$ cat config.mk
export PLATFORM = sky130hd
export DESIGN_NAME = instr_encoder_loader_flat
export DESIGN_NICKNAME = d
export VERILOG_FILES = /design/src/rtl/instr_encoder_loader_if.sv /design/src/rtl/instr_encoder_loader.sv /design/src/flat_wrapper.sv
export SDC_FILE = /design/constraint.sdc
export NUM_CORES = 1
export LEC_CHECK = 0
export CORE_UTILIZATION = 25
export CTS_CLUSTER_DIAMETER = 40
export DETAILED_ROUTE_END_ITERATION = 12
export HOLD_SLACK_MARGIN = 0.12
export PLACE_DENSITY = 0.62
export SLEW_MARGIN = 20
export SYNTH_ARGS = -nofsm -noshare
export SYNTH_HDL_FRONTEND = slang
export SYNTH_SLANG_ARGS = --single-unit
$ cat constraint.sdc
create_clock -name clk -period 2.4 [get_ports clk]
set_input_delay 0.72 -clock clk [delete_from_list [all_inputs] [get_ports clk]]
set_output_delay 0.72 -clock clk [all_outputs]
set_load 0.005 [all_outputs]
$ cat src/rtl/instr_encoder_loader_if.sv
`default_nettype none
// ============================================================================
//  Module      : instr_encoder_loader_if
//  Description : Descriptor handshake and instruction-memory write bus between
//                a boot/test source and the instruction encoder loader.
//  Revision    : 1.0 - initial release
// ============================================================================
interface instr_encoder_loader_if #(
  parameter int ADDR_W = 8
);
  // Descriptor channel
  logic              op_valid;
  logic              op_ready;
  logic [4:0]        op_kind;
  logic [4:0]        rs;
  logic [4:0]        rt;
  logic [4:0]        rd;
  logic [15:0]       imm;
  logic [25:0]       target;
  // Instruction memory write port and status
  logic              imem_we;
  logic [ADDR_W-1:0] imem_addr;
  logic [31:0]       imem_wdata;
  logic [ADDR_W:0]   count;
  logic              full;
  logic              err;

  // Source side: supplies descriptors, observes the write port and status
  modport master (
    output op_valid, op_kind, rs, rt, rd, imm, target,
    input  op_ready, imem_we, imem_addr, imem_wdata, count, full, err
  );

  // Loader side
  modport slave (
    input  op_valid, op_kind, rs, rt, rd, imm, target,
    output op_ready, imem_we, imem_addr, imem_wdata, count, full, err
  );
endinterface
`default_nettype wire

$ cat src/rtl/instr_encoder_loader.sv
`default_nettype none
// ============================================================================
//  Module      : instr_encoder_loader
//  Description : Encodes operation descriptors into 32-bit MIPS-style machine
//                words and writes them sequentially into instruction memory
//                starting at BASE_ADDR. Illegal kinds set a sticky error.
//  Revision    : 1.0 - initial release
// ============================================================================
module instr_encoder_loader #(
  parameter int ADDR_W    = 8,
  parameter int DEPTH     = 256,
  parameter int BASE_ADDR = 0
) (
  input  wire logic             clk,
  input  wire logic             rst_n,
  input  wire logic             clear,
  instr_encoder_loader_if.slave bus
);

  localparam logic [ADDR_W-1:0] c_base_addr = ADDR_W'(BASE_ADDR);
  localparam logic [ADDR_W:0]   c_depth     = (ADDR_W+1)'(DEPTH);
  localparam logic [ADDR_W:0]   c_one       = (ADDR_W+1)'(1);

  typedef enum logic [1:0] {
    S_IDLE  = 2'd0,
    S_WRITE = 2'd1,
    S_FULL  = 2'd2
  } state_t;

  state_t            r_state;
  logic              r_op_ready;
  logic              r_we;
  logic [ADDR_W-1:0] r_addr;
  logic [31:0]       r_wdata;
  logic [ADDR_W:0]   r_count;
  logic              r_full;
  logic              r_err;

  logic [31:0]       w_word;
  logic              w_legal;
  logic [ADDR_W:0]   w_count_nxt;
  logic              w_accept;

  function automatic logic [31:0] f_rtype(input logic [4:0] rs, input logic [4:0] rt,
                                          input logic [4:0] rd, input logic [5:0] funct);
    return {6'b000000, rs, rt, rd, 5'b00000, funct};
  endfunction

  function automatic logic [31:0] f_itype(input logic [5:0] op, input logic [4:0] rs,
                                          input logic [4:0] rt, input logic [15:0] imm);
    return {op, rs, rt, imm};
  endfunction

  // Map the descriptor to its machine word; unlisted kinds are illegal
  always_comb begin
    w_legal = 1'b1;
    w_word  = 32'h0;
    case (bus.op_kind)
      5'd0:  w_word = f_rtype(bus.rs, bus.rt, bus.rd, 6'b100000); // add
      5'd1:  w_word = f_rtype(bus.rs, bus.rt, bus.rd, 6'b100010); // sub
      5'd2:  w_word = f_rtype(bus.rs, bus.rt, bus.rd, 6'b100001); // addu
      5'd3:  w_word = f_rtype(bus.rs, bus.rt, bus.rd, 6'b100011); // subu
      5'd4:  w_word = f_rtype(bus.rs, bus.rt, bus.rd, 6'b100100); // and
      5'd5:  w_word = f_rtype(bus.rs, bus.rt, bus.rd, 6'b100101); // or
      5'd6:  w_word = f_rtype(bus.rs, bus.rt, bus.rd, 6'b000000); // sll
      5'd7:  w_word = f_rtype(bus.rs, bus.rt, bus.rd, 6'b000010); // srl
      5'd8:  w_word = f_rtype(bus.rs, bus.rt, bus.rd, 6'b101010); // slt
      5'd9:  w_word = {6'b000000, bus.rs, 15'b0, 6'b001000};      // jr
      5'd10: w_word = f_itype(6'b001000, bus.rs, bus.rt, bus.imm); // addi
      5'd11: w_word = f_itype(6'b001001, bus.rs, bus.rt, bus.imm); // addiu
      5'd12: w_word = f_itype(6'b001010, bus.rs, bus.rt, bus.imm); // slti
      5'd13: w_word = f_itype(6'b001011, bus.rs, bus.rt, bus.imm); // sltiu
      5'd14: w_word = f_itype(6'b001100, bus.rs, bus.rt, bus.imm); // andi
      5'd15: w_word = f_itype(6'b001101, bus.rs, bus.rt, bus.imm); // ori
      5'd16: w_word = f_itype(6'b011000, bus.rs, bus.rt, bus.imm); // beq
      5'd17: w_word = f_itype(6'b011001, bus.rs, bus.rt, bus.imm); // bne
      5'd18: w_word = f_itype(6'b011010, bus.rs, bus.rt, bus.imm); // bgt
      5'd19: w_word = f_itype(6'b011011, bus.rs, bus.rt, bus.imm); // bgte
      5'd20: w_word = f_itype(6'b011100, bus.rs, bus.rt, bus.imm); // ble
      5'd21: w_word = f_itype(6'b011110, bus.rs, bus.rt, bus.imm); // bleq
      5'd22: w_word = {6'b000010, bus.target};                     // j
      5'd23: w_word = {6'b000011, bus.target};                     // jal
      5'd24: w_word = f_itype(6'b100011, bus.rs, bus.rt, bus.imm); // lw
      5'd25: w_word = f_itype(6'b101011, bus.rs, bus.rt, bus.imm); // sw
      default: w_legal = 1'b0;
    endcase
  end

  assign w_count_nxt = r_count + c_one;
  assign w_accept    = bus.op_valid && r_op_ready && (r_state == S_IDLE);

  // Loader FSM with registered handshake, write port and status outputs
  always_ff @(posedge clk or negedge rst_n) begin
    if (!rst_n) begin
      r_state    <= S_IDLE;
      r_op_ready <= 1'b0;
      r_we       <= 1'b0;
      r_addr     <= c_base_addr;
      r_wdata    <= 32'h0;
      r_count    <= '0;
      r_full     <= 1'b0;
      r_err      <= 1'b0;
    end else if (clear) begin
      // Clear restarts the pointer but keeps the last written word on wdata
      r_state    <= S_IDLE;
      r_op_ready <= 1'b1;
      r_we       <= 1'b0;
      r_addr     <= c_base_addr;
      r_count    <= '0;
      r_full     <= 1'b0;
      r_err      <= 1'b0;
    end else begin
      case (r_state)
        S_IDLE: begin
          if (w_accept) begin
            if (w_legal) begin
              r_state    <= S_WRITE;
              r_op_ready <= 1'b0;
              r_we       <= 1'b1;
              r_wdata    <= w_word;
            end else begin
              r_err      <= 1'b1;
            end
          end else begin
            r_op_ready <= 1'b1;
          end
        end
        S_WRITE: begin
          r_we    <= 1'b0;
          r_count <= w_count_nxt;
          r_addr  <= c_base_addr + w_count_nxt[ADDR_W-1:0];
          if (w_count_nxt == c_depth) begin
            r_state    <= S_FULL;
            r_full     <= 1'b1;
            r_op_ready <= 1'b0;
          end else begin
            r_state    <= S_IDLE;
            r_op_ready <= 1'b1;
          end
        end
        S_FULL: begin
          r_op_ready <= 1'b0;
          r_full     <= 1'b1;
        end
        default: begin
          r_state    <= S_IDLE;
          r_op_ready <= 1'b0;
          r_we       <= 1'b0;
        end
      endcase
    end
  end

  // A clear arriving during the write cycle kills the strobe in that cycle
  assign bus.imem_we    = r_we & ~clear;
  assign bus.op_ready   = r_op_ready;
  assign bus.imem_addr  = r_addr;
  assign bus.imem_wdata = r_wdata;
  assign bus.count      = r_count;
  assign bus.full       = r_full;
  assign bus.err        = r_err;

endmodule
`default_nettype wire

$ cat src/flat_wrapper.sv
// flat-port wrapper written by rule: the top's interface ports become plain ports
module instr_encoder_loader_flat 
#(
  parameter int ADDR_W    = 8,
  parameter int DEPTH     = 256,
  parameter int BASE_ADDR = 0
)
  (clk, rst_n, clear, bus_op_valid, bus_op_kind, bus_rs, bus_rt, bus_rd, bus_imm, bus_target, bus_op_ready, bus_imem_we, bus_imem_addr, bus_imem_wdata, bus_count, bus_full, bus_err);
  instr_encoder_loader_if #(.ADDR_W(ADDR_W)) bus_i ();
  input  wire logic clk;
  input  wire logic rst_n;
  input  wire logic clear;
  input wire logic [$bits(bus_i.op_valid)-1:0] bus_op_valid;
  input wire logic [$bits(bus_i.op_kind)-1:0] bus_op_kind;
  input wire logic [$bits(bus_i.rs)-1:0] bus_rs;
  input wire logic [$bits(bus_i.rt)-1:0] bus_rt;
  input wire logic [$bits(bus_i.rd)-1:0] bus_rd;
  input wire logic [$bits(bus_i.imm)-1:0] bus_imm;
  input wire logic [$bits(bus_i.target)-1:0] bus_target;
  output wire logic [$bits(bus_i.op_ready)-1:0] bus_op_ready;
  output wire logic [$bits(bus_i.imem_we)-1:0] bus_imem_we;
  output wire logic [$bits(bus_i.imem_addr)-1:0] bus_imem_addr;
  output wire logic [$bits(bus_i.imem_wdata)-1:0] bus_imem_wdata;
  output wire logic [$bits(bus_i.count)-1:0] bus_count;
  output wire logic [$bits(bus_i.full)-1:0] bus_full;
  output wire logic [$bits(bus_i.err)-1:0] bus_err;
  assign bus_i.op_valid = bus_op_valid;
  assign bus_i.op_kind = bus_op_kind;
  assign bus_i.rs = bus_rs;
  assign bus_i.rt = bus_rt;
  assign bus_i.rd = bus_rd;
  assign bus_i.imm = bus_imm;
  assign bus_i.target = bus_target;
  assign bus_op_ready = bus_i.op_ready;
  assign bus_imem_we = bus_i.imem_we;
  assign bus_imem_addr = bus_i.imem_addr;
  assign bus_imem_wdata = bus_i.imem_wdata;
  assign bus_count = bus_i.count;
  assign bus_full = bus_i.full;
  assign bus_err = bus_i.err;
  instr_encoder_loader #(.ADDR_W(ADDR_W), .DEPTH(DEPTH), .BASE_ADDR(BASE_ADDR)) u_core (.clk(clk), .rst_n(rst_n), .clear(clear), .bus(bus_i));
endmodule
==> impl_metrics.prom, run 1 <==
# TYPE chip_impl_metric gauge
chip_impl_metric{name="r2r.worst_path.cells",unit=""} 6
chip_impl_metric{name="drt_first_iter_violations",unit=""} 225
chip_impl_metric{name="worst_skew_pair.late_latency",unit="ns"} 0.29
chip_impl_metric{name="power.density",unit="nW/um2"} 512
chip_impl_metric{name="synth.distinct_cells",unit=""} 52
chip_impl_metric{name="initial_antenna_violation_count",unit=""} 0
chip_impl_metric{name="synth.cell_area",unit="um2"} 2640
chip_impl_info{name="regToRegStartpoint",value="u_core.bus.imem_addr[0]"} 1
chip_impl_metric{name="fraction_of_final_layout_cells_with_drive_strength_greater_than_1",unit="%"} 14.1
chip_impl_metric{name="synthCells",unit=""} 293
chip_impl_metric{name="ff_latch_area",unit="um2"} 1150
chip_impl_metric{name="path_max_fanout",unit=""} 2
chip_impl_metric{name="dp_slack",unit="ns"} -0.139
chip_impl_metric{name="pwr-share-comb",unit="%"} 32.8
chip_impl_metric{name="routed_wire_length_per_instance",unit="um"} 14.0
chip_impl_info{name="crit_path_end_kind",value="output port"} 1
chip_impl_metric{name="place.gp.congestion",unit=""} 0.915
chip_impl_metric{name="vdd_ir_drop_max",unit="mV"} 0.237
chip_impl_info{name="hold_path_class",value="reg -> reg"} 1
chip_impl_metric{name="post-dp-hpwl",unit="um"} 6100
chip_impl_metric{name="timing.final.ws_setup",unit="ns"} 0.145
chip_impl_metric{name="cts_made_buffers",unit=""} 5
chip_impl_info{name="setup_repair_after_global_routing_missed_its_margin",value="false"} 1
chip_impl_metric{name="ys_seq_elements",unit=""} 46
chip_impl_metric{name="cp.required",unit="ns"} 1.68
chip_impl_metric{name="synth.yosys.warnings",unit=""} 0
chip_impl_metric{name="area_growth",unit="%"} 59.3
chip_impl_metric{name="drv_slew",unit=""} 0
chip_impl_metric{name="async_flop_share",unit="%"} 100
chip_impl_metric{name="grt_start_max_net_pins",unit=""} 47
chip_impl_metric{name="number_of_synthesized_flops_with_an_enable_pin",unit=""} 0
chip_impl_metric{name="totalNegativeSetupSlack",unit="ns"} 0
chip_impl_info{name="timing_worst_setup_path_type",value="in -> out"} 1
chip_impl_info{name="type_of_element_launching_the_critical_path",value="input port"} 1
chip_impl_metric{name="number_of_iterations_in_the_first_detailed_routing_pass",unit=""} 11
chip_impl_metric{name="layout.filler_cells",unit=""} 1048
chip_impl_metric{name="syn-mean-instance-area",unit="um2"} 9.02
chip_impl_metric{name="worstPathArrival",unit="ns"} 1.53
chip_impl_metric{name="finalWorstPathRequiredPeriod",unit="ns"} 2.25
chip_impl_metric{name="fmax_achieved",unit="MHz"} 444
chip_impl_metric{name="clk_pin_slew_worst_setup_hold_paths",unit="ns"} 0.09
chip_impl_metric{name="i_o_pin_count",unit=""} 119
chip_impl_metric{name="ant_nets",unit=""} 0
chip_impl_metric{name="antenna_cells_inserted",unit=""} 0
chip_impl_metric{name="rows",unit=""} 37
chip_impl_metric{name="die-area",unit="um2"} 11000
chip_impl_metric{name="power.sequential.fraction",unit="%"} 44.4
chip_impl_metric{name="num-nets-final",unit=""} 492
chip_impl_metric{name="static-leakage-power",unit="nW"} 1.73
chip_impl_metric{name="final_hold_fails",unit=""} 0
chip_impl_metric{name="chipHeight",unit="um"} 105
chip_impl_metric{name="vias",unit=""} 2649
chip_impl_metric{name="multi_input_area",unit="um2"} 1310
chip_impl_info{name="clock_tree_from_tritoncts",value="built"} 1
chip_impl_metric{name="portBuffers",unit=""} 118
chip_impl_metric{name="max-cap-violations",unit=""} 0
chip_impl_metric{name="drc",unit=""} 2
chip_impl_metric{name="r2r_setup_slack",unit="ns"} 0.43
chip_impl_metric{name="grt_use_total",unit="%"} 14.5
chip_impl_metric{name="final_core_util",unit="%"} 41.0
chip_impl_metric{name="timing.final.crit_share",unit="%"} 93.9
chip_impl_metric{name="cts.sinks",unit=""} 46
chip_impl_metric{name="post-layout-total-power",unit="mW"} 2.16
chip_impl_metric{name="cts-root-to-sink-buffers",unit=""} 2
chip_impl_metric{name="synth_seq_area_share",unit="%"} 43.5
chip_impl_metric{name="final_setup_violating_endpoints",unit=""} 0
chip_impl_info{name="violations_in_the_final_reports",value="design-rule violations"} 1
chip_impl_metric{name="wirelength",unit="um"} 7850
chip_impl_info{name="top_reg_cell_synth",value="sky130_fd_sc_hd__dfrtp_1"} 1
chip_impl_info{name="min_delay_worst_endpoint",value="u_core.bus.imem_wdata[17]"} 1
chip_impl_info{name="cts_root_buffer",value="sky130_fd_sc_hd__clkbuf_8"} 1
chip_impl_metric{name="wire_length_of_the_first_global_routing_pass",unit="um"} 13000
chip_impl_metric{name="grt_pass1_vias",unit=""} 2588
chip_impl_info{name="hp-start",value="u_core.bus.imem_wdata[17]"} 1
chip_impl_metric{name="worst_hold_slack",unit="ns"} 0.485
chip_impl_metric{name="grt_overflow_total",unit=""} 0
chip_impl_metric{name="power.share.switching",unit="%"} 28.0
chip_impl_metric{name="hold-path-cell-count",unit=""} 2
chip_impl_metric{name="initial_utilization",unit="%"} 25.7
chip_impl_info{name="timing.rr.end",value="u_core.bus.op_ready"} 1
chip_impl_metric{name="syn_nets",unit=""} 361
chip_impl_metric{name="via_per_inst",unit=""} 4.72
chip_impl_info{name="result_of_the_run",value="complete, but fails checks"} 1
chip_impl_metric{name="timing.max_slew.rel_slack",unit="%"} 51.2
chip_impl_metric{name="worst_pin_slew",unit="ns"} 0.730
chip_impl_metric{name="coreArea",unit="um2"} 10300
chip_impl_metric{name="share_clk_of_total_power",unit="%"} 22.8
chip_impl_metric{name="die_width",unit="um"} 105
chip_impl_metric{name="intPower",unit="mW"} 1.55
chip_impl_metric{name="cts.htree.levels",unit=""} 2
chip_impl_metric{name="netSwitchingPower",unit="mW"} 0.603
chip_impl_metric{name="timing.clock.skew",unit="ns"} 0.00567
-- per-layer routing --
| layer | up-vias | track usage [%] | part of all wire, % |
|---|---|---|---|
| li1 | 1313 | - | - |
| met1 | 1265 | 18.4 | 44 |
| met2 | 64 | 25.3 | 50 |
| met5 | - | 0 | 0 |
| met3 | 7 | 2.50 | 4.1 |
| met4 | 0 | 4.02 | 1.3 |
-- timing repair --
item	CTS	global route
buffers inserted	0	0
hold buffers	0	0
resized for setup	1	0
setup endpoints to repair	1	0
-- per-stage QoR --
step | instances | area, um2
after global routing | 561 | 4210
after floorplan | 293 | 2640
after detailed placement | 553 | 4120
after CTS | 561 | 4210
final | 561 | 4210
after global placement | 553 | 4120
-- registers in the layout, indices dropped and copies added, names as in the netlist --
register,flops
u_core.r_state,1
u_core.bus.imem_wdata,32
u_core.bus.op_ready,1
u_core.r_we,1
u_core.bus.err,1
u_core.bus.count,2
u_core.bus.imem_addr,7
u_core.bus.full,1
-- power by group through the flow --
stage	clock network, mW	registers, mW	logic [mW]
after floorplan	0	0.978	0.237
after global placement	0	0.968	0.712
after detailed placement	0	0.974	0.715
after CTS	0.517	0.959	0.719
after global routing	0.542	0.975	0.777
final	0.492	0.957	0.708
-- critical path, stage by stage --
cell and delay [ns]:
sky130_fd_sc_hd__clkdlybuf4s50_1 0.42, sky130_fd_sc_hd__nor2b_1 0.14, sky130_fd_sc_hd__dlygate4sd2_1 0.25
-- cells in the final DEF, fill, tap and decap left out, drive strengths merged, types with 2 or more instances in the layout --
cell type	instances
xnor2	2
inv	9
buf	35
nand2b	4
nand3	6
a21oi	9
nand2	44
nor2	22
ha	2
dfrtp	46
nand4	4
xor2	7
o22ai	2
o32ai	2
or3	2
clkbuf	7
a222oi	8
a22oi	19
nor2b	6
clkdlybuf4s50	116
and3	3
nand3b	2
o21ai	43
-- cell families (layout without fill, tap and decap cells) --
kind of cell / Yosys count / count (layout) / synth area share [%]
and+or+nand+nor: 100 / 100 / 17.8
muxes: 2 / 2 / 0.946
buffers and inverters: 37 / 169 / 7.38
adders and majority gates: 3 / 3 / 1.32
xor gates and xnor gates: 9 / 9 / 2.98
AOI/OAI and AO/OA: 96 / 96 / 26.0
DFF: 46 / 46 / 43.5
-- cell usage after synthesis (6+ instances only) --
master / count / area share, %
sky130_fd_sc_hd__buf_2: 9 / 1.7
sky130_fd_sc_hd__dfrtp_1: 46 / 44
sky130_fd_sc_hd__clkbuf_1: 8 / 1.1
sky130_fd_sc_hd__nand3_1: 6 / 1.1
sky130_fd_sc_hd__a21oi_1: 8 / 1.5
sky130_fd_sc_hd__xor2_1: 7 / 2.3
sky130_fd_sc_hd__o21ai_0: 19 / 3.6
sky130_fd_sc_hd__a222oi_1: 8 / 3.0
sky130_fd_sc_hd__nand2_1: 44 / 6.2
sky130_fd_sc_hd__nor2b_1: 6 / 1.4
sky130_fd_sc_hd__a22oi_1: 14 / 4.0
sky130_fd_sc_hd__inv_1: 9 / 1.3
sky130_fd_sc_hd__nor2_1: 22 / 3.1
sky130_fd_sc_hd__o21ai_1: 19 / 3.6
sky130_fd_sc_hd__buf_4: 8 / 2.3
-- cell type report --
| type | instances | share of cell area (%) |
|---|---|---|
| clock buffer | 7 | 2.05 |
| clock inverter | 1 | 0.119 |
| inverter | 9 | 0.802 |
| multi-input combinational | 210 | 31.1 |
| sequential | 46 | 27.3 |
| tap | 136 | 4.04 |
| timing repair buffer | 152 | 34.5 |
-- worst max path at each step --
| stage | from | to | cells after the start |
|---|---|---|---|
| floorplan | bus_op_kind[2] | u_core.bus.imem_wdata[11] | 6 |
| global placement | clear | bus_imem_we | 3 |
| detailed placement | clear | bus_imem_we | 3 |
| CTS | clear | bus_imem_we | 3 |
| global route | clear | bus_imem_we | 3 |
| finish | clear | bus_imem_we | 3 |
(Power assumes the default switching activity.)
==> run 2: changes to the inputs <==
Settings changed: SETUP_SLACK_MARGIN set to 0.3.
==> run 2 against run 1 <==
Critical endpoint is now u_core.bus.imem_wdata[2]; die area stayed put; hold slack is essentially flat; the flow still finishes with violations (design-rule violations); sequential power is essentially flat; core utilization grew 0.23 points; clock power is essentially flat; non-clock buffer count stayed put; sequential share of layout area hardly changed; first-iteration DRC count fell by 20%; final area up 0.56%.
==> impl_metrics.prom, run 2 (synthesis gave the netlist of run 1 again) <==
# TYPE chip_impl_metric gauge
chip_impl_metric{name="die_width",unit="um"} 105
chip_impl_info{name="worst_path_max_delay_cell",value="sky130_fd_sc_hd__clkdlybuf4s50_1"} 1
chip_impl_metric{name="worst_pin_slew",unit="ns"} 0.741
chip_impl_metric{name="ant_nets",unit=""} 0
chip_impl_metric{name="cts_made_buffers",unit=""} 5
chip_impl_metric{name="crit_path_max_incr_delay",unit="ns"} 0.53
chip_impl_metric{name="initial_utilization",unit="%"} 25.7
chip_impl_metric{name="cp.depth",unit=""} 7
chip_impl_metric{name="path_max_fanout",unit=""} 10
chip_impl_metric{name="final_hold_fails",unit=""} 0
chip_impl_metric{name="post-cts-setup-buffer-count",unit=""} 0
chip_impl_metric{name="final_setup_violating_endpoints",unit=""} 0
chip_impl_info{name="cts_root_buffer",value="sky130_fd_sc_hd__clkbuf_8"} 1
chip_impl_metric{name="cts-root-to-sink-buffers",unit=""} 2
chip_impl_info{name="crit_path_end_kind",value="flop"} 1
chip_impl_metric{name="vdd_ir_drop_max",unit="mV"} 0.236
chip_impl_metric{name="hold-path-cell-count",unit=""} 2
chip_impl_metric{name="fmax_achieved",unit="MHz"} 488
chip_impl_metric{name="max_reg_flops",unit=""} 32
chip_impl_metric{name="coreArea",unit="um2"} 10300
chip_impl_info{name="violations_in_the_final_reports",value="design-rule violations"} 1
chip_impl_metric{name="final_core_util",unit="%"} 41.2
chip_impl_metric{name="worstPathArrival",unit="ns"} 2.22
chip_impl_metric{name="wirelength",unit="um"} 7900
chip_impl_info{name="clock_tree_from_tritoncts",value="built"} 1
chip_impl_metric{name="static-leakage-power",unit="nW"} 1.76
chip_impl_metric{name="fraction_of_final_layout_cells_with_drive_strength_greater_than_1",unit="%"} 15.5
chip_impl_metric{name="r2r.worst_path.cells",unit=""} 6
chip_impl_metric{name="max-cap-violations",unit=""} 0
chip_impl_metric{name="number_of_iterations_in_the_first_detailed_routing_pass",unit=""} 9
chip_impl_info{name="crit_family",value="buffers and inverters"} 1
chip_impl_metric{name="chipHeight",unit="um"} 105
chip_impl_metric{name="post-layout-total-power",unit="mW"} 2.16
chip_impl_info{name="setup_repair_after_global_routing_missed_its_margin",value="true"} 1
chip_impl_metric{name="place.gp.congestion",unit=""} 0.915
chip_impl_metric{name="cts.htree.levels",unit=""} 2
chip_impl_metric{name="antenna_cells_inserted",unit=""} 0
chip_impl_metric{name="grt_overflow_total",unit=""} 0
chip_impl_metric{name="worst_skew_pair.late_latency",unit="ns"} 0.29
chip_impl_metric{name="clk_pin_slew_worst_setup_hold_paths",unit="ns"} 0.09
chip_impl_metric{name="timing.clock.skew",unit="ns"} 0.00627
chip_impl_metric{name="cts.sinks",unit=""} 46
chip_impl_info{name="timing_worst_setup_path_type",value="in -> reg"} 1
chip_impl_metric{name="drv_slew",unit=""} 0
chip_impl_metric{name="finalWorstPathRequiredPeriod",unit="ns"} 2.05
chip_impl_metric{name="initial_antenna_violation_count",unit=""} 0
chip_impl_metric{name="drt_first_iter_violations",unit=""} 180
chip_impl_metric{name="portBuffers",unit=""} 118
chip_impl_info{name="hold_path_class",value="reg -> reg"} 1
chip_impl_metric{name="grt_pass1_vias",unit=""} 2592
chip_impl_metric{name="post-dp-hpwl",unit="um"} 6100
chip_impl_metric{name="routed_wire_length_per_instance",unit="um"} 14.1
chip_impl_info{name="worstPathCellList",value="clkdlybuf4s50_1, buf_4, nor2b_1, o21ai_0, o21ai_0, a222oi_1, o21ai_1"} 1
chip_impl_metric{name="rows",unit=""} 37
chip_impl_metric{name="grt_start_max_net_pins",unit=""} 47
chip_impl_metric{name="critical_path.n_buffers_inverters",unit=""} 2
chip_impl_metric{name="via_per_inst",unit=""} 4.73
chip_impl_metric{name="cts_hold_repair.buffers",unit=""} 0
chip_impl_info{name="layout_common_cells",value="sky130_fd_sc_hd__clkdlybuf4s50_1 (112), sky130_fd_sc_hd__nand2_1 (44), sky130_fd_sc_hd__dfrtp_1 (41)"} 1
chip_impl_metric{name="area_growth",unit="%"} 60.2
chip_impl_metric{name="die-area",unit="um2"} 11000
chip_impl_info{name="result_of_the_run",value="complete, but fails checks"} 1
chip_impl_info{name="mostFrequentLayoutCell",value="sky130_fd_sc_hd__clkdlybuf4s50_1"} 1
chip_impl_metric{name="i_o_pin_count",unit=""} 119
chip_impl_metric{name="vias",unit=""} 2655
chip_impl_metric{name="cp.required",unit="ns"} 2.58
chip_impl_metric{name="drc",unit=""} 2
chip_impl_metric{name="timing.max_slew.rel_slack",unit="%"} 50.5
chip_impl_metric{name="timing.final.crit_share",unit="%"} 85.3
chip_impl_metric{name="grt_use_total",unit="%"} 14.6
chip_impl_metric{name="power.density",unit="nW/um2"} 509
chip_impl_info{name="type_of_element_launching_the_critical_path",value="input port"} 1
chip_impl_metric{name="wire_length_of_the_first_global_routing_pass",unit="um"} 13000
chip_impl_info{name="cpMostUsedCell",value="sky130_fd_sc_hd__o21ai_0"} 1
chip_impl_metric{name="num-nets-final",unit=""} 492
## run 2: changes by cell type in the layout (fill, tap and decap cells not counted), sizes merged
cell           before  now
dlymetal6s2s        0    3
buf                35   36
clkdlybuf4s50     116  112
## run 2: area by class of cell
type | instances | area (um2)
repair buffers | 152 | 1470
multi-input cells | 210 | 1310
inverters | 9 | 33.8
clock buffers | 7 | 86.3
well taps | 136 | 170
flip-flops and latches | 46 | 1160
clock inverters | 1 | 5.00
fillers | 1042 | 6040
## run 2: routing by layer
metal	GRT usage (%)	up-vias	wire, um
met5	0	-	0
met4	4.02	0	66
met3	2.56	5	355
met2	25.4	73	4000
met1	18.4	1263	3470
li1	-	1314	-
## run 2: final timing paths
check / to / slack, ns / start
max reg2reg: u_core.bus.op_ready / 0.48 / u_core.bus.imem_addr[0]
max: u_core.bus.imem_wdata[2] / 0.35 / bus_op_kind[1]
min reg2reg: u_core.bus.imem_wdata[17] / 0.48 / u_core.bus.imem_wdata[17]
min in group asynchronous: u_core.bus.imem_wdata[8] / 0.51 / rst_n
max in group asynchronous: u_core.bus.imem_addr[5] / 1.44 / rst_n
min: u_core.bus.imem_wdata[17] / 0.48 / u_core.bus.imem_wdata[17]
## run 2: stage by stage
stage / hold slack (ns) / setup TNS [ns] / instance area (um2) / cells / worst slack [ns]
after floorplan: 0.424 / 0 / 2640 / 293 / 0.444
final: 0.485 / 0 / 4240 / 561 / 0.352
after global placement: 0.463 / -0.338 / 4120 / 553 / -0.125
after global routing: 0.513 / 0 / 4240 / 561 / 0.228
after detailed placement: 0.469 / -0.573 / 4120 / 553 / -0.139
after CTS: 0.492 / 0 / 4220 / 561 / 0.285
## run 2: worst register-to-register path, stage by stage, from the launching register on
cell and delay (ns):
sky130_fd_sc_hd__dfrtp_2 0.48, sky130_fd_sc_hd__ha_1 0.26, sky130_fd_sc_hd__and3_1 0.28, sky130_fd_sc_hd__nand2b_1 0.18, sky130_fd_sc_hd__a311oi_1 0.26, sky130_fd_sc_hd__a41oi_1 0.13, sky130_fd_sc_hd__o22a_1 0.22
## run 2: power breakdown
group          leakage (nW)  internal (mW)  switching, mW
combinational          1.11          0.433          0.277
clock                0.0482          0.233          0.258
sequential            0.594          0.889         0.0681
## run 2: timing repair
action                     4_1_cts  5_1_grt
resized for setup               11        6
pin swaps                        2        3
setup endpoints to repair       18       32
==> run 3: changes to the inputs <==
Settings changed: CORE_ASPECT_RATIO set to 0.8.
==> run 3 against run 2 <==
The flow still finishes with violations (design-rule violations); non-clock buffer count decreased by 5; hold slack got worse by 0.068 ns; maximum frequency about the same; register-to-register slack got worse by 0.03 ns; via count increased by 0.83%; die area about the same; clock power increased by 42%; combinational power increased by 3.5%; largest cell class unchanged; highest routed layer unchanged.
==> impl_metrics.prom, run 3 (synthesis gave the netlist of run 1 again) <==
# TYPE chip_impl_metric gauge
chip_impl_metric{name="crit_path_max_incr_delay",unit="ns"} 0.56
chip_impl_info{name="timing_worst_setup_path_type",value="reg -> out"} 1
chip_impl_metric{name="final_setup_violating_endpoints",unit=""} 0
chip_impl_info{name="worst_path_max_delay_cell",value="sky130_fd_sc_hd__clkdlybuf4s50_1"} 1
chip_impl_metric{name="clk_pin_slew_worst_setup_hold_paths",unit="ns"} 0.06
chip_impl_info{name="result_of_the_run",value="complete, but fails checks"} 1
chip_impl_metric{name="initial_utilization",unit="%"} 25.7
chip_impl_metric{name="worst_pin_slew",unit="ns"} 0.752
chip_impl_metric{name="drt_first_iter_violations",unit=""} 169
chip_impl_metric{name="coreArea",unit="um2"} 10300
chip_impl_metric{name="cp.depth",unit=""} 1
chip_impl_info{name="regToRegStartpoint",value="u_core.bus.imem_addr[0]"} 1
chip_impl_info{name="violations_in_the_final_reports",value="design-rule violations"} 1
chip_impl_metric{name="die_width",unit="um"} 117
chip_impl_metric{name="antenna_cells_inserted",unit=""} 0
chip_impl_metric{name="r2r.worst_path.cells",unit=""} 6
chip_impl_metric{name="grt_use_met1",unit="%"} 21.1
chip_impl_metric{name="place.gp.congestion",unit=""} 0.912
chip_impl_info{name="mostFrequentLayoutCell",value="sky130_fd_sc_hd__clkdlybuf4s50_1"} 1
chip_impl_metric{name="cts_made_buffers",unit=""} 5
chip_impl_info{name="layout_common_cells",value="sky130_fd_sc_hd__clkdlybuf4s50_1 (111), sky130_fd_sc_hd__nand2_1 (43), sky130_fd_sc_hd__dfrtp_1 (43)"} 1
chip_impl_metric{name="portBuffers",unit=""} 118
chip_impl_metric{name="routed_wire_length_per_instance",unit="um"} 14.7
chip_impl_info{name="crit_family",value="buffers and inverters"} 1
chip_impl_metric{name="max-cap-violations",unit=""} 0
chip_impl_metric{name="timing.final.crit_share",unit="%"} 85.4
chip_impl_metric{name="wire_length_of_the_first_global_routing_pass",unit="um"} 12500
chip_impl_metric{name="timing.clock.skew",unit="ns"} 0.00518
chip_impl_metric{name="cts.htree.levels",unit=""} 2
chip_impl_metric{name="chipHeight",unit="um"} 94.0
chip_impl_metric{name="drc",unit=""} 2
chip_impl_metric{name="fraction_of_final_layout_cells_with_drive_strength_greater_than_1",unit="%"} 15.2
chip_impl_metric{name="i_o_pin_count",unit=""} 119
chip_impl_metric{name="critical_path.n_buffers_inverters",unit=""} 1
chip_impl_info{name="type_of_element_launching_the_critical_path",value="flop"} 1
chip_impl_metric{name="rows",unit=""} 33
chip_impl_metric{name="worst_hold_slack",unit="ns"} 0.417
chip_impl_metric{name="die-area",unit="um2"} 11000
chip_impl_metric{name="fmax_achieved",unit="MHz"} 488
chip_impl_info{name="worstPathCellList",value="clkdlybuf4s50_1"} 1
chip_impl_metric{name="worstPathArrival",unit="ns"} 1.33
chip_impl_metric{name="cts.sinks",unit=""} 46
chip_impl_metric{name="multi_input_area",unit="um2"} 1340
chip_impl_metric{name="cts-root-to-sink-buffers",unit=""} 2
chip_impl_metric{name="area_growth",unit="%"} 64.0
chip_impl_metric{name="static-leakage-power",unit="nW"} 1.77
chip_impl_metric{name="number_of_iterations_in_the_first_detailed_routing_pass",unit=""} 10
chip_impl_info{name="crit_path_end_kind",value="output port"} 1
chip_impl_metric{name="drv_slew",unit=""} 0
chip_impl_metric{name="vdd_ir_drop_max",unit="mV"} 0.250
chip_impl_info{name="setup.worst_path.end",value="bus_count[2]"} 1
chip_impl_info{name="timing.rr.end",value="u_core.bus.op_ready"} 1
chip_impl_metric{name="grt_pass1_vias",unit=""} 2454
chip_impl_metric{name="met2_usage",unit="%"} 23.6
chip_impl_metric{name="worst_skew_pair.late_latency",unit="ns"} 0.28
chip_impl_metric{name="num-nets-final",unit=""} 487
chip_impl_metric{name="via_per_inst",unit=""} 4.78
chip_impl_metric{name="grt_use_met3",unit="%"} 2.13
chip_impl_metric{name="stdcell_count",unit=""} 560
chip_impl_metric{name="totalNegativeSetupSlack",unit="ns"} 0
chip_impl_info{name="critical_path.startpoint",value="u_core.bus.imem_addr[2]"} 1
chip_impl_metric{name="path_max_fanout",unit=""} 8
chip_impl_info{name="hold_path_class",value="in -> async"} 1
chip_impl_metric{name="ant_nets",unit=""} 0
chip_impl_metric{name="max_reg_flops",unit=""} 32
chip_impl_metric{name="power.density",unit="nW/um2"} 551
chip_impl_metric{name="grt_use_total",unit="%"} 14.9
chip_impl_metric{name="initial_antenna_violation_count",unit=""} 0
chip_impl_metric{name="ff_latch_area",unit="um2"} 1150
chip_impl_metric{name="cts_hold_repair.buffers",unit=""} 0
chip_impl_metric{name="finalWorstPathRequiredPeriod",unit="ns"} 2.05
chip_impl_metric{name="post-dp-hpwl",unit="um"} 6280
chip_impl_metric{name="timing.max_slew.rel_slack",unit="%"} 49.8
chip_impl_metric{name="vias",unit=""} 2677
chip_impl_metric{name="dp.cells",unit=""} 550
chip_impl_metric{name="cp.required",unit="ns"} 1.68
chip_impl_info{name="cts_root_buffer",value="sky130_fd_sc_hd__clkbuf_16"} 1
chip_impl_info{name="top_usage_layer",value="met2"} 1
chip_impl_metric{name="r2r_setup_slack",unit="ns"} 0.45
chip_impl_info{name="setup_repair_after_global_routing_missed_its_margin",value="false"} 1
chip_impl_metric{name="final_hold_fails",unit=""} 0
chip_impl_metric{name="grt_overflow_total",unit=""} 0
chip_impl_info{name="clock_tree_from_tritoncts",value="built"} 1
chip_impl_metric{name="layout.filler_cells",unit=""} 1006
chip_impl_metric{name="grt_start_max_net_pins",unit=""} 31
chip_impl_metric{name="wirelength",unit="um"} 8240
run 3: cell count changes in the layout (fill, tap and decap cells not counted), sizes merged:
cell and change:
clkinvlp +1, dlygate4sd2 +3, buf -5, dlymetal6s2s -2, clkbuf -1, clkdlybuf4s50 -1
run 3: per-layer routing:
layer	part of all wire [%]	vias to the layer above
met2	46	116
met1	46	1248
li1	-	1308
met5	0	-
met4	0.96	0
met3	6.7	5
run 3: how the worst min path moves through the flow:
stage	end	cells past startpoint	startpoint
2_1_floorplan	u_core.bus.count[7]	0	rst_n
3_3_place_gp	u_core.bus.imem_wdata[26]	2	u_core.bus.imem_wdata[26]
3_5_place_dp	u_core.bus.imem_wdata[18]	2	u_core.bus.imem_wdata[18]
4_1_cts	u_core.bus.full	1	rst_n
5_1_grt	u_core.bus.op_ready	1	rst_n
6_report	u_core.bus.op_ready	1	rst_n
run 3: where the power goes:
group	internal (mW)	total, mW	switching (mW)
Combinational	0.445	0.735	0.290
Sequential	0.891	0.959	0.0679
Clock	0.412	0.697	0.285
run 3: worst register-to-register path: cells and delay by family, from the launching register on:
kind | cells | cell delay [ns]
DFF | 1 | 0.47
and+or+nand+nor | 2 | 0.46
AOI/OAI and AO/OA | 3 | 0.66
adders and majority gates | 1 | 0.26
run 3: timing repair:
item | 4_1_cts | 5_1_grt
gates cloned | 1 | 0
pin swaps | 3 | 0
setup endpoints to repair | 21 | 12
buffers inserted | 1 | 0
endpoints found under the hold margin | 0 | 0
resized for setup | 18 | 5
run 3: metrics by stage:
step	instance area [um2]	utilization [%]	setup WS [ns]	power, mW
detailed placement	4110	40.0	-0.132	1.70
CTS	4330	42.1	0.263	2.42
floorplan	2640	-	0.444	1.22
global route	4340	42.2	0.300	2.53
global placement	4110	40.0	-0.129	1.68
finish	4340	42.2	0.351	2.39
run 3: cell type report:
type                            instances  share of cell area, %
Multi-Input combinational cell        210                   30.8
Timing Repair Buffer                  147                   34.2
Tap cell                              140                   4.04
Clock buffer                            6                   3.20
Sequential cell                        46                   26.6
Inverter                                9                  0.779
Clock inverter                          2                  0.289
==> patch 1: new RTL, flow settings as in run 1 <==
Make the reset (`rst_n`) synchronous in one clocked block.
--- a/src/rtl/instr_encoder_loader.sv
+++ b/src/rtl/instr_encoder_loader.sv
@@ -90,7 +90,7 @@
   assign w_accept    = bus.op_valid && r_op_ready && (r_state == S_IDLE);
 
   // Loader FSM with registered handshake, write port and status outputs
-  always_ff @(posedge clk or negedge rst_n) begin
+  always_ff @(posedge clk) begin
     if (!rst_n) begin
       r_state    <= S_IDLE;
       r_op_ready <= 1'b0;
Formal check against the unedited RTL: differs if rst_n is asserted again (counterexample within 4 cycles, from zero or initial values and one cycle with rst_n low); with rst_n held inactive, the same outputs for 10 cycles.
==> patch 1 against run 1 <==
Register-to-register slack better by 0.41 ns. Synthesized cell count shrank 3.4%. Power decreased by 13%. Sequential power decreased by 16%. Fmax rose by 1.8%. Sequential cell count unchanged. Synthesized area down 9.0%. Critical path depth is the same. Wire length shrank 4.0%. Worst setup slack improved by 0.041 ns. Final area down 5.5%. Critical endpoint unchanged.
==> patch 1: results (changes against run 1) <==
- The met1 routed wirelength after detailed routing is 3283 um (-5.6%).
- The path with the worst hold slack has its endpoint at u_core.bus.full.
- The global routing usage summed across all routing layers is 15.19% (+0.67 points).
- The clock latency on the worst-skew pair is 0.31 ns (+0.02 ns).
- The mean instance size in the synthesized netlist is 8.502 um^2 (-5.8%).
- The global-route wire length before repair was 12,070 um (-7.0%).
- The met1 routing resource usage after global routing is 18.70% (+0.28 points).
- The global routing met2 resource utilization is 26.42% (+1.2 points).
- The maximum number of pins on one net before global-route repair came to 35 (-26%).
- The cell count after placement is 530 (-4.2%).
- The cell area reported after detailed placement is 3844 um^2 (-6.8%).
- The net count of the finished layout is 475 (-3.5%).
- The routed wire length on met3 came to 506 um (+58%).
- The worst hold slack is 0.4642 ns (-0.02060 ns).
- The sum of met2 wire segment lengths after detailed routing was 3677 um (-6.8%).
- The number of global-route vias before repair is 2,508 (-3.1%).
- The final worst clock skew was 0.005645 ns (-0.00002864 ns).
- The shortest clock period the worst path allows after layout came to 2.214 ns (-0.04083 ns).
- The total routed wirelength came to 7533 um (-4.0%).
- The endpoint of the lowest-slack register-to-register path is u_core.bus.imem_wdata[18].
- The worst path arrival time was 1.49 ns (-0.04 ns).
- The mean routed wirelength per cell is 14.00 um (about the same).
- The arithmetic-cell share of the synthesized area counting full adders, half adders and majority gates is 0.9360% (-0.39 points).
- The number of nets in the synthesized netlist was 350 (-3.0%).
- The first-pass iteration count of the detailed router came to 4 (-7).
- The flow ran to the end, and the final reports show no timing, DRC or antenna violations.
- The worst-case vdd ir drop is 0.3440 mV (+45%).
- The async set-or-reset flop fraction in the synthesized netlist was 0% (-100 points).
- The met3 track demand over resource in global routing is 3.969% (+1.5 points).
- The count of different cell masters after synthesis is 54 (+3.8%).
- The static leakage came to 1.425 nW (-18%).
- The multiplexer fraction of the synthesized cell area is 0.4160% (-0.53 points).
- The via count is 2,598 (-1.9%).
- The detailed placer's ending HPWL was 5521 um (-9.5%).
[patch 1: changes by cell type after synthesis, moves of 8 or more]
cell and change:
dfrtp_1 -46, dfxtp_1 +46, nand2_1 -30, o21ai_1 -19, o21ai_0 +15, a31oi_1 +13, nand3_1 +10, a22oi_1 -9
a21oi_1 +8, a222oi_1 -8
[patch 1: final cells by class]
cell class | count | area, um^2
clock inverters | 3 | 68.82
inverters | 2 | 7.507
well taps | 129 | 161.4
fillers | 954 | 5304
clock buffers | 5 | 68.82
repair buffers | 149 | 1438
multi-input cells | 204 | 1315
flip-flops and latches | 46 | 920.9
[patch 1: where the power goes]
group	switching (mW)	internal (mW)	total, mW	leakage, nW
clock network	0.289	0.417	0.706	0.0683
logic	0.148	0.223	0.371	0.983
registers	0.0140	0.789	0.803	0.374
==> patch 2: new RTL, config.mk and constraints of run 1 <==
Made on the original files. `ADDR_W` is set to 8 in 3 places; all go to 7.
--- a/src/rtl/instr_encoder_loader_if.sv
+++ b/src/rtl/instr_encoder_loader_if.sv
@@ -6,7 +6,7 @@
 //  Revision    : 1.0 - initial release
 // ============================================================================
 interface instr_encoder_loader_if #(
-  parameter int ADDR_W = 8
+  parameter int ADDR_W = 7
 );
   // Descriptor channel
   logic              op_valid;
--- a/src/rtl/instr_encoder_loader.sv
+++ b/src/rtl/instr_encoder_loader.sv
@@ -7,7 +7,7 @@
 //  Revision    : 1.0 - initial release
 // ============================================================================
 module instr_encoder_loader #(
-  parameter int ADDR_W    = 8,
+  parameter int ADDR_W    = 7,
   parameter int DEPTH     = 256,
   parameter int BASE_ADDR = 0
 ) (
--- a/src/flat_wrapper.sv
+++ b/src/flat_wrapper.sv
@@ -1,7 +1,7 @@
 // flat-port wrapper written by rule: the top's interface ports become plain ports
 module instr_encoder_loader_flat 
 #(
-  parameter int ADDR_W    = 8,
+  parameter int ADDR_W    = 7,
   parameter int DEPTH     = 256,
   parameter int BASE_ADDR = 0
 )
Ports: changed (resized bus_count and bus_imem_addr); port bits go from 119 to 117. The function was not compared with the original's and may differ.
==> patch 2 against run 1 <==
Wire length shrank 3.9%. Synthesized area fell by 5.4%. Sequential cell count decreased by 1. Worst setup slack improved by 0.033 ns. First-iteration DRC count is 49% lower. Final area is 3.9% lower. Highest routed layer unchanged. Core utilization rose by 0.64 points. Power is 3.4% higher. Combinational power is 7.6% higher.
==> patch 2: results (changes against run 1) <==
- The internal cell power is 1.603 mW (+3.2%).
- The non-clock inverter count in the final layout came to 4 (-5).
- The number of instances in the synthesized netlist is 277 (-5.5%).
- The global-route wire length before repair came to 11,990 um (-7.6%).
- The final cell utilization of the core is 41.63% (+0.64 points).
- The layout overhead on the synthesized area is 61.93%.
- The global routing usage summed across all routing layers was 14.80% (+0.28 points).
- The number of signal-net buffers in the layout is 146 (-3.9%).
- The worst path arrival time is 2.44 ns (+0.91 ns).
- The setup slack at placement came to -0.1420 ns (-0.002716 ns).
- In the synthesized netlist, the cells that appear most often are dfrtp_1 (45), nor2_1 (43), a21oi_1 (39), a22oi_1 (16), nand2_1 (14).
- The power density of the placed cells is 550.9 nW/um^2 (+7.6%).
- Yosys attributes the largest share of cell area to dfrtp_1 (45%), a21oi_1 (7.8%), nor2_1 (6.5%).
- The number of port buffers is 116 (-1.7%).
- The cell count after placement is 528 (-4.5%).
- The number of nets in the synthesized netlist was 345 (-4.4%).
- The count of state elements after synthesis is 45 (-2.2%).
- The fraction of layout cells with a size suffix above 1 is 11.44% (-2.7 points).
- The via density per instance came to 4.718 (about the same).
- The biggest fanout along the worst timing path came to 31 (+29).
- The fraction of cell area in non-clock buffers is 35.62% (+1.1 points).
- The number of global-route vias before repair is 2,527 (-2.4%).
- The combinational logic power came to 0.762 mW (+7.6%).
- The share of total power in sequential cells is 43.8% (-0.6 points).
- The maximum number of pins on one net before global-route repair is 46 (-2.1%).
- The fraction of the yosys area taken by sequential cells is 45.02% (+1.5 points).
- The highest cell delay on the worst timing path came to 0.49 ns (+0.07 ns).
- The mean routed wirelength per cell was 14.09 um (+0.72%).
- The relative area of clock buffers and inverters in the final design is 2.132% (-0.036 points).
- The combined flip-flop and latch cell area is 1126 um^2 (-2.2%).
- The run finished with clean final reports.
- The detailed placer's ending HPWL is 5568 um (-8.8%).
- The multi-input gate count is 200 (-4.8%).
- The worst-case vdd ir drop is 0.2169 mV (-8.5%).
- The area of the multi-input gates is 1214 um^2 (-7.4%).
- The count of different cell masters after synthesis is 46 (-12%).
- The count of filler cells inserted in the layout is 998 (-4.8%).
- The combinational cell fraction of total power came to 34.2% (+1.4 points).
- The final non-filler cell total came to 535 (-4.6%).
- The worst min-delay path class is in -> async.
patch 2: cell types whose count changed in the layout (fill, tap and decap cells not counted), moves of 4 or more:
| cell | change |
|---|---|
| nand2_1 | -30 |
| o21ai_1 | -18 |
| inv_1 | -5 |
| xor2_1 | -4 |
| a21oi_1 | +31 |
| o21ai_0 | -9 |
| nor2_1 | +21 |
| a22oi_2 | -5 |
| xnor2_1 | +4 |
| buf_4 | -7 |
| o21ai_2 | -5 |
patch 2: metal layers:
layer | global-route usage (%) | share of wire [%] | vias to the layer above
met4 | 2.637 | 0.34 | 0
met1 | 18.86 | 43 | 1195
met3 | 3.625 | 6.6 | 4
li1 | - | - | 1241
met5 | 0 | 0 | -
met2 | 25.61 | 50 | 84
patch 2: logic make-up (layout without fill, tap and decap cells):
family / after synthesis / count (layout) / synth area share [%]
adder cells (fa/ha/maj): 4 / 4 / 1.801
multiplexers: 2 / 2 / 0.9004
XOR/XNOR: 9 / 9 / 3.152
flip-flops: 45 / 45 / 45.02
buffers and inverters: 32 / 157 / 6.553
AND/OR/NAND/NOR: 94 / 94 / 18.26
AO/OA/AOI/OAI: 91 / 91 / 24.31
patch 2: path summary, 6_finish.rpt:
check / startpoint / end / slack, ns
min in group clk: u_core.bus.imem_wdata[27] / u_core.bus.imem_wdata[27] / 0.50
setup reg to reg: u_core.bus.imem_addr[0] / u_core.bus.full / 0.50
max in group asynchronous: rst_n / u_core.bus.count[6] / 1.78
hold / removal: rst_n / u_core.bus.imem_addr[5] / 0.39
setup / recovery: bus_op_kind[2] / u_core.bus.imem_wdata[10] / 0.18
hold reg to reg: u_core.bus.imem_wdata[27] / u_core.bus.imem_wdata[27] / 0.50
